[src/rtl/stepgen_pkg.sv]
// Shared constants for the quadrature-capable step generator: FSM encoding,
// Gray phase table and default geometry.
package stepgen_pkg;

    localparam int W_DEF = 12;
    localparam int F_DEF = 10;
    localparam int T_DEF = 5;
    localparam int C_DEF = 16;

    typedef enum logic [2:0] {
        READY    = 3'd0,
        PULSE    = 3'd1,
        SPACE    = 3'd2,
        DIRHOLD  = 3'd3,
        DIRSETUP = 3'd4
    } state_t;

    // Forward order is PH_0 -> PH_1 -> PH_2 -> PH_3 -> PH_0; {A, B}
    localparam logic [1:0] PH_0 = 2'b00;
    localparam logic [1:0] PH_1 = 2'b01;
    localparam logic [1:0] PH_2 = 2'b11;
    localparam logic [1:0] PH_3 = 2'b10;

    function automatic logic [1:0] phase_next(input logic [1:0] ph, input logic rev);
        logic [1:0] f;
        logic [1:0] r;
        case (ph)
            PH_0:    begin f = PH_1; r = PH_3; end
            PH_1:    begin f = PH_2; r = PH_0; end
            PH_2:    begin f = PH_3; r = PH_1; end
            default: begin f = PH_0; r = PH_2; end
        endcase
        return rev ? r : f;
    endfunction

endpackage

[src/rtl/stepgen_timer.sv]
// Load/decrement interval timer; a load of N gives N+1 cycles until o_zero
// is seen by the state machine.
module stepgen_timer #(
    parameter int T = 5
) (
    input  logic         i_clk,
    input  logic         i_reset,
    input  logic         i_en,
    input  logic         i_load,
    input  logic [T-1:0] i_val,
    output logic         o_zero
);

    logic [T-1:0] r_cnt;

    always_ff @(posedge i_clk) begin
        if (i_reset) begin
            r_cnt <= '0;
        end else if (i_en) begin
            if (i_load)
                r_cnt <= i_val;
            else if (r_cnt != '0)
                r_cnt <= r_cnt - T'(1);
        end
    end

    assign o_zero = (r_cnt == '0);

endmodule

[src/rtl/stepgen_quad.sv]
// Single-axis step generator: fractional velocity accumulator driving either a
// step/dir output with dir setup/hold timing, or a quadrature A/B output.
module stepgen_quad
    import stepgen_pkg::*;
#(
    parameter int W = W_DEF,
    parameter int F = F_DEF,
    parameter int T = T_DEF,
    parameter int C = C_DEF
) (
    input  logic           i_clk,
    input  logic           i_reset,
    input  logic           i_enable,
    input  logic           i_quad,
    input  logic [F:0]     i_velocity,
    input  logic [T-1:0]   i_steptime,
    input  logic [T-1:0]   i_spacetime,
    input  logic [T-1:0]   i_dirtime,
    output logic [W+F-1:0] o_position,
    output logic [C-1:0]   o_count,
    output logic           o_step,
    output logic           o_dir
);

    state_t         r_state;
    state_t         w_next_state;
    logic [W+F-1:0] r_pos;
    logic [C-1:0]   r_count;
    logic           r_step, r_dir, r_dirreg, r_ones, r_mode;
    logic [1:0]     r_phase;

    logic           w_dbit, w_pbit, w_pending, w_reversal, w_mode, w_tzero;
    logic           w_tload, w_issue, w_step_n, w_dir_n, w_dirreg_n;
    logic [T-1:0]   w_tval;
    logic [1:0]     w_phase_adv, w_phase_n;
    logic [W+F-1:0] w_vel_ext;

    assign w_dbit      = i_velocity[F];
    assign w_pbit      = r_pos[F];
    assign w_pending   = (w_pbit != r_ones);
    assign w_reversal  = (r_dirreg != w_dbit);
    assign w_vel_ext   = {{(W-1){i_velocity[F]}}, i_velocity};
    assign w_phase_adv = phase_next(r_phase, r_dirreg);
    // Mode is only taken from the pin in READY; other states use the latched copy.
    assign w_mode      = (r_state == READY) ? i_quad : r_mode;

    stepgen_timer #(.T(T)) u_timer (
        .i_clk   (i_clk),
        .i_reset (i_reset),
        .i_en    (i_enable),
        .i_load  (w_tload),
        .i_val   (w_tval),
        .o_zero  (w_tzero)
    );

    always_ff @(posedge i_clk) begin
        if (i_reset)
            r_state <= READY;
        else if (i_enable)
            r_state <= w_next_state;
    end

    always_comb begin
        w_next_state = r_state;
        unique case (r_state)
            READY: begin
                if (w_mode) begin
                    if (w_pending) w_next_state = SPACE;
                end else if (w_reversal && !w_pending) begin
                    w_next_state = DIRSETUP;
                end else if (w_pending) begin
                    w_next_state = PULSE;
                end
            end
            PULSE:    if (w_tzero) w_next_state = SPACE;
            SPACE:    if (w_tzero) w_next_state = (!r_mode && w_reversal) ? DIRHOLD : READY;
            DIRHOLD:  if (w_tzero) w_next_state = DIRSETUP;
            DIRSETUP: if (w_tzero) w_next_state = READY;
            default:  w_next_state = READY;
        endcase
    end

    always_comb begin
        w_tload    = 1'b0;
        w_tval     = '0;
        w_issue    = 1'b0;
        w_step_n   = r_step;
        w_dir_n    = r_dir;
        w_dirreg_n = r_dirreg;
        w_phase_n  = r_phase;
        unique case (r_state)
            READY: begin
                // A pending step always goes out first, in the old direction.
                if (w_mode) begin
                    if (w_pending) begin
                        w_issue   = 1'b1;
                        w_phase_n = w_phase_adv;
                        w_step_n  = w_phase_adv[1];
                        w_dir_n   = w_phase_adv[0];
                        w_tload   = 1'b1;
                        w_tval    = i_spacetime;
                    end else if (w_reversal) begin
                        w_dirreg_n = w_dbit;
                    end
                end else if (w_reversal && !w_pending) begin
                    w_dirreg_n = w_dbit;
                    w_dir_n    = w_dbit;
                    w_tload    = 1'b1;
                    w_tval     = i_dirtime;
                end else if (w_pending) begin
                    w_issue  = 1'b1;
                    w_step_n = 1'b1;
                    w_tload  = 1'b1;
                    w_tval   = i_steptime;
                end
            end
            PULSE: if (w_tzero) begin
                w_step_n = 1'b0;
                w_tload  = 1'b1;
                w_tval   = i_spacetime;
            end
            SPACE: if (w_tzero && !r_mode && w_reversal) begin
                w_tload = 1'b1;
                w_tval  = i_dirtime;
            end
            DIRHOLD: if (w_tzero) begin
                w_dirreg_n = w_dbit;
                w_dir_n    = w_dbit;
                w_tload    = 1'b1;
                w_tval     = i_dirtime;
            end
            default: ;
        endcase
    end

    always_ff @(posedge i_clk) begin
        if (i_reset) begin
            r_pos    <= '0;
            r_count  <= '0;
            r_step   <= 1'b0;
            r_dir    <= 1'b0;
            r_dirreg <= 1'b0;
            r_ones   <= 1'b0;
            r_phase  <= PH_0;
            r_mode   <= 1'b0;
        end else if (i_enable) begin
            // Position stays frozen until the direction change has been accepted.
            if (!w_reversal)
                r_pos <= r_pos + w_vel_ext;
            if (w_issue) begin
                r_ones  <= w_pbit;
                r_count <= r_dirreg ? r_count - C'(1) : r_count + C'(1);
            end
            r_step   <= w_step_n;
            r_dir    <= w_dir_n;
            r_dirreg <= w_dirreg_n;
            r_phase  <= w_phase_n;
            if (r_state == READY)
                r_mode <= i_quad;
        end
    end

    assign o_position = r_pos;
    assign o_count    = r_count;
    assign o_step     = r_step;
    assign o_dir      = r_dir;

endmodule

[config.mk]
export PLATFORM = sky130hd
export DESIGN_NAME = stepgen_quad
export DESIGN_NICKNAME = d
export VERILOG_FILES = /design/src/rtl/stepgen_pkg.sv /design/src/rtl/stepgen_timer.sv /design/src/rtl/stepgen_quad.sv
export SDC_FILE = /design/constraint.sdc
export NUM_CORES = 1
export LEC_CHECK = 0
export BUFFER_PORTS_ARGS = -buffer_cell sky130_fd_sc_hd__buf_4
export CORE_ASPECT_RATIO = 0.5
export CORE_MARGIN = 4
export CORE_UTILIZATION = 58
export CTS_CLUSTER_DIAMETER = 100
export DETAILED_ROUTE_END_ITERATION = 6
export GPL_ROUTABILITY_DRIVEN = 0
export GPL_TIMING_DRIVEN = 0
export MAX_ROUTING_LAYER = met4
export PLACE_DENSITY = 0.87
export SYNTH_ARGS = -nofsm -noshare
export SYNTH_HDL_FRONTEND = slang
export SYNTH_SLANG_ARGS = --single-unit
[constraint.sdc]
create_clock -name i_clk -period 3.71 [get_ports i_clk]
set_input_delay 0.371 -clock i_clk [delete_from_list [all_inputs] [get_ports i_clk]]
set_output_delay 0.371 -clock i_clk [all_outputs]
set_load 0.02 [all_outputs]
# Word-level counts from Yosys, hierarchy flattened
# Index checks and enable logic that the tools add are counted.
# op_classes
addsub,4
n_eq_ne,18
n_mux,49
bitwise,1
reduce_logical,22
# ops
operator,count
5-bit 2-to-1 mux,9
3-bit 2-to-1 mux,8
22-bit adder,1
1-bit 2-to-1 mux,21
5-bit case mux with 4 select lines,1
16-bit by 1-bit adder with 16-bit output (second input constant),1
16-bit 2-to-1 mux,1
16-bit by 1-bit subtractor with 16-bit output (second input constant),1
3-bit case mux with 5 select lines,1
3-bit inequality test (second input constant),4
2-bit case mux with 3 select lines,2
6-bit AND reduction,2
2-bit inequality test (second input constant),4
7-bit AND reduction,1
3-bit by 2-bit equality test with 1-bit output (second input constant),2
3-bit by 2-bit inequality test with 1-bit output (second input constant),2
1-bit case mux with 2 select lines,3
2-bit AND reduction,3
2-bit nonzero test,3
5-bit logical NOT,1
5-bit AND reduction,1
5-bit nonzero test,1
5-bit by 1-bit subtractor with 5-bit output (second input constant),1
1-bit logical AND,4
other kinds (13),16
# totals
reg_bits,53
wordCells,104

# Longest topological paths before layout
# depth
depth_word,8
mapped_depth,10
mapped_depth_nobuf,9

# Modules after synthesis
# From an unflattened synthesis, not the netlist that was laid out.
# unflattened
hier_cells,566
area_unflattened_um2,4375.4
# by_module_without_submodules
mod,n_inst,cells_each,area_per_inst_um2,seq_area_each_um2
stepgen_quad,1,528,4045.1,960.9
stepgen_timer,1,38,330.3,100.1

# Worst setup path after synthesis
# OpenSTA, ideal clock, no wires.
# synth_timing
path_type,reg-to-reg
start,reg r_dirreg
end,"reg r_count[15], in the netlist o_count[15]"
setup_time_ps,123
arrival_time_ps,2534
required_ps,3587
setup_slack_ps,1053
path_stages_with_launch,9
n_path_buf,0
path_cell_list,dfxtp_1 ha_1 a2111oi_4 o21ai_2 a41oi_2 a21oi_2 a311oi_2 mux2i_1 mux2_1
# synth_between
elab_chain_cells,6
# synth_rtl
item,line_no,text
from (decl),stepgen_quad.sv:29,"logic r_step, r_dir, r_dirreg, r_ones, r_mode;"
from (signal assigned),stepgen_quad.sv:156,r_dirreg <= w_dirreg_n;
1-bit inequality test,stepgen_quad.sv:41,assign w_reversal = (r_dirreg != w_dbit);
1-bit logical AND,stepgen_quad.sv:105,end else if (w_reversal && !w_pending) begin
1-bit 2-to-1 mux,stepgen_quad.sv:105,
1-bit 2-to-1 mux,stepgen_quad.sv:94,if (w_mode) begin
1-bit 2-to-1 mux,stepgen_quad.sv:91,unique case (r_state)
2-bit AND reduction (no line),n/a,
to (signal assigned),stepgen_quad.sv:152,r_count <= r_dirreg ? r_count - C'(1) : r_count + C'(1);
to (decl),stepgen_quad.sv:28,logic [C-1:0] r_count;
# Several ways; a longest one is shown, not always the timed one.
# A chain may end at the register's enable or synchronous reset.

# Worst setup path after layout
# layout_timing
start,reg r_dirreg
end,"reg r_count[12], in the netlist o_count[12]"
# Same word-level chain as after synthesis.

==> impl_metrics.py <==
metrics = {
    "run_status": {
        "outcome": "finished, final reports clean",
    },
    "critical_path": {
        "startpoint_type": "flop",
        "cp_max_fo": 15,
        "crit_path_cell_trace": "buf_2 > inv_1 > fa_1 > nor2b_1 > o21ai_0 > a21boi_0 > o21ai_0 > and3_1 > or3_1 > nand3_1",
        "crit_type": "flop to flop",
        "r2r_cells": 10,
        "cp.required_ps": 3950,
        "worst_path_max_delay_cell": "dfxtp_1",
        "cp.arrival_ps": 3540,
        "end_kind": "flop",
        "r2r_start": "r_dirreg",
        "r2r-end": "o_count[12]",
        "r2r_slack_ps": 410,
        "max_stage_delay_ps": 720,
        "crit_path_frequent_cell": "o21ai_0",
    },
    "clock_network": {
        "cts_inserted_buffers": 5,
        "cts_setup_buffers": 0,
        "cts_buffer_depth": 2,
        "clock_latency_ps": 300,
        "cts_sinks": 53,
        "root_buffer": "clkbuf_16",
        "cts_tree": "done",
        "htree_levels": 2,
        "clk_pin_slew_worst_paths_ps": 80,
        "cts_resized": 0,
        "cts_hold_buf": 0,
    },
    "pwr": {
        "power.leakage_nw": 2.217,
        "total_power_mw": 1.885,
        "p_per_area_mw_per_mm2": 372.1,
        "vdd_drop_max_mv": 0.2322,
    },
    "hold_path": {
        "hold_path.class": "input pin to flop",
        "worstHoldStart": "i_dirtime[0]",
        "holdPathEnd": "u_timer.r_cnt[0]",
        "min_delay_path_depth": 3,
    },
    "final_layout": {
        "finalNetCount": 707,
        "drive_gt1_share_pct": 14.40,
        "syn2layout_area_growth_pct": 18.12,
        "diodes": 0,
        "fillCellCount": 576,
    },
    "global_routing": {
        "grt_start_max_net_pins": 17,
        "grt_antenna_before_repair": 0,
        "grt_usage_pct": 27.16,
        "grt_overflow": 0,
        "grt_first_pass_wirelength_um": 18950,
        "grt_pass1_vias": 4025,
    },
    "synth": {
        "ys_seq_area_share_pct": 24.74,
        "yosysTopAreaCellShare_pct": 24.74,
        "synth_ff_type": "dfxtp_1",
        "synth_top_cell_by_area": "dfxtp_1",
        "synth_nets": 631,
        "async_flop_share_pct": 0,
        "synth_cell_types": 69,
        "synthTopCellsByCount": "60 x nand2_1, 57 x a21oi_1, 53 x dfxtp_1",
        "synth_edf_count": 0,
        "ys_ff_latch": 53,
        "yosys_warnings": 0,
        "synthMostInstantiatedCell": "nand2_1",
        "syn_area_mm2": 0.004289,
        "syn_inst": 562,
        "synth.avg_cell_area_um2": 7.632,
        "yosys-top-cells-area": "dfxtp_1 25%, ha_1 11%, a21oi_1 6.7%",
    },
    "routing": {
        "drt_pass1_iterations": 5,
        "drtIter0Drc": 453,
        "drc": 0,
        "avgRoutedWirePerCell_um": 15.96,
        "via_per_inst": 6.253,
        "ant_nets": 0,
        "drt_wl_total_um": 11670,
        "vias": 4571,
    },
    "sta": {
        "min_period_ps": 3296,
        "rsz0062_at_grt": "no",
        "hold_viol": 0,
        "timing.fmax_ghz": 0.3034,
        "period_share_pct": 88.84,
        "setup_viol": 0,
        "tightestPinTransition_ps": 726.3,
        "setup_tns_ps": 0,
        "slew_headroom_pct": 51.21,
        "clock_skew_ps": 7.967,
        "drv_slew": 0,
    },
    "die": {
        "fp.dieArea_mm2": 0.008918,
        "num_rows": 21,
        "die-height_um": 68.81,
        "start_util_pct": 61.83,
        "core_area_mm2": 0.006937,
        "io_pins": 70,
        "die_x_um": 129.6,
    },
    "placement": {
        "port_buffers": 69,
        "dpl.hpwl_um": 8638,
    },
    "flow_run": {
        "maxCapViolations": 0,
    },
}
[how the worst max path moves through the flow]
stage	startpoint	endpoint	slack (ps)	cells after the start
floorplan	r_dirreg	o_count[15]	1050	8
global placement	r_dirreg	o_count[12]	560	10
detailed placement	r_dirreg	o_count[12]	520	10
CTS	r_dirreg	o_count[12]	460	10
global route	r_dirreg	o_count[12]	120	10
finish	r_dirreg	o_count[12]	410	10
[cell type report]
class                           instances  area [um2]  share of cell area [%]
Multi-Input combinational cell        462        3049                   60.19
Sequential cell                        53        1061                   20.94
Timing Repair Buffer                   69       518.0                   10.22
Clock buffer                            6       128.9                   2.544
Buffer                                 30       115.1                   2.272
Tap cell                               92       115.1                   2.272
Inverter                               17       63.81                   1.260
Clock inverter                          2       15.01                  0.2964
[sequential cells by signal, summed over array words and instances, names as in the netlist]
name and count:
o_count 16, o_dir 1, o_position 22, o_step 1, r_dirreg 1, r_mode 1
r_ones 1, r_phase 2, r_state 3, u_timer.r_cnt 5
[report_power, final]
part           internal (mW)  switching (mW)  total, mW
Combinational          0.297           0.440      0.737
Clock                  0.251           0.225      0.476
Sequential             0.618          0.0536      0.672
Total                   1.17           0.719       1.88
[metrics by stage]
step / util [%] / cells / instance area [um2] / setup slack, ps / hold WS (ps)
6_report: 73.03 / 731 / 5066 / 414.2 / 399.0
5_1_grt: 73.03 / 731 / 5066 / 122.3 / 415.1
4_1_cts: 73.03 / 731 / 5066 / 455.4 / 405.9
3_5_place_dp: 70.96 / 723 / 4922 / 524.5 / 469.5
3_3_place_gp: 70.96 / 723 / 4922 / 560.4 / 460.0
2_1_floorplan: - / 562 / 4289 / 1053 / 449.6
[metal layers]
| layer | track usage [%] | wire, um | vias to the layer above |
|---|---|---|---|
| met2 | 43.14 | 5140 | 199 |
| li1 | - | - | 2237 |
| met1 | 37.17 | 5527 | 2122 |
| met4 | 6.088 | 114 | 0 |
| met3 | 3.923 | 883 | 13 |
| met5 | - | 0 | - |
[critical path: cells and delay by family, from the launching register on]
| family | cells | cell delay (ps) |
|---|---|---|
| AOI/OAI and AO/OA | 3 | 880 |
| and+or+nand+nor | 4 | 820 |
| DFF | 1 | 720 |
| buffers and inverters | 2 | 420 |
| adders and majority gates | 1 | 400 |
[cell families after synthesis]
| kind of cell | share of synthesized area, % |
|---|---|
| buffers and inverters | 4.171 |
| and+or+nand+nor | 21.82 |
| adders and majority gates | 11.73 |
| xor gates and xnor gates | 4.288 |
| muxes | 2.392 |
| DFF | 24.74 |
| AOI/OAI and AO/OA | 30.86 |
[layout by cell type (no fill, tap or decap), types with 8 or more instances in the layout]
cell type,n
nor2_1,49
a21o_1,14
dfxtp_1,53
nand2_1,60
a31oi_1,11
clkbuf_1,25
nor2b_1,8
buf_4,69
mux2i_1,8
nor3_1,19
inv_1,17
a211oi_1,14
ha_1,37
nand3_1,22
a21oi_1,57
and3_1,10
xnor2_1,14
o21ai_0,35
No activity file was read; power rests on OpenSTA's default activity.
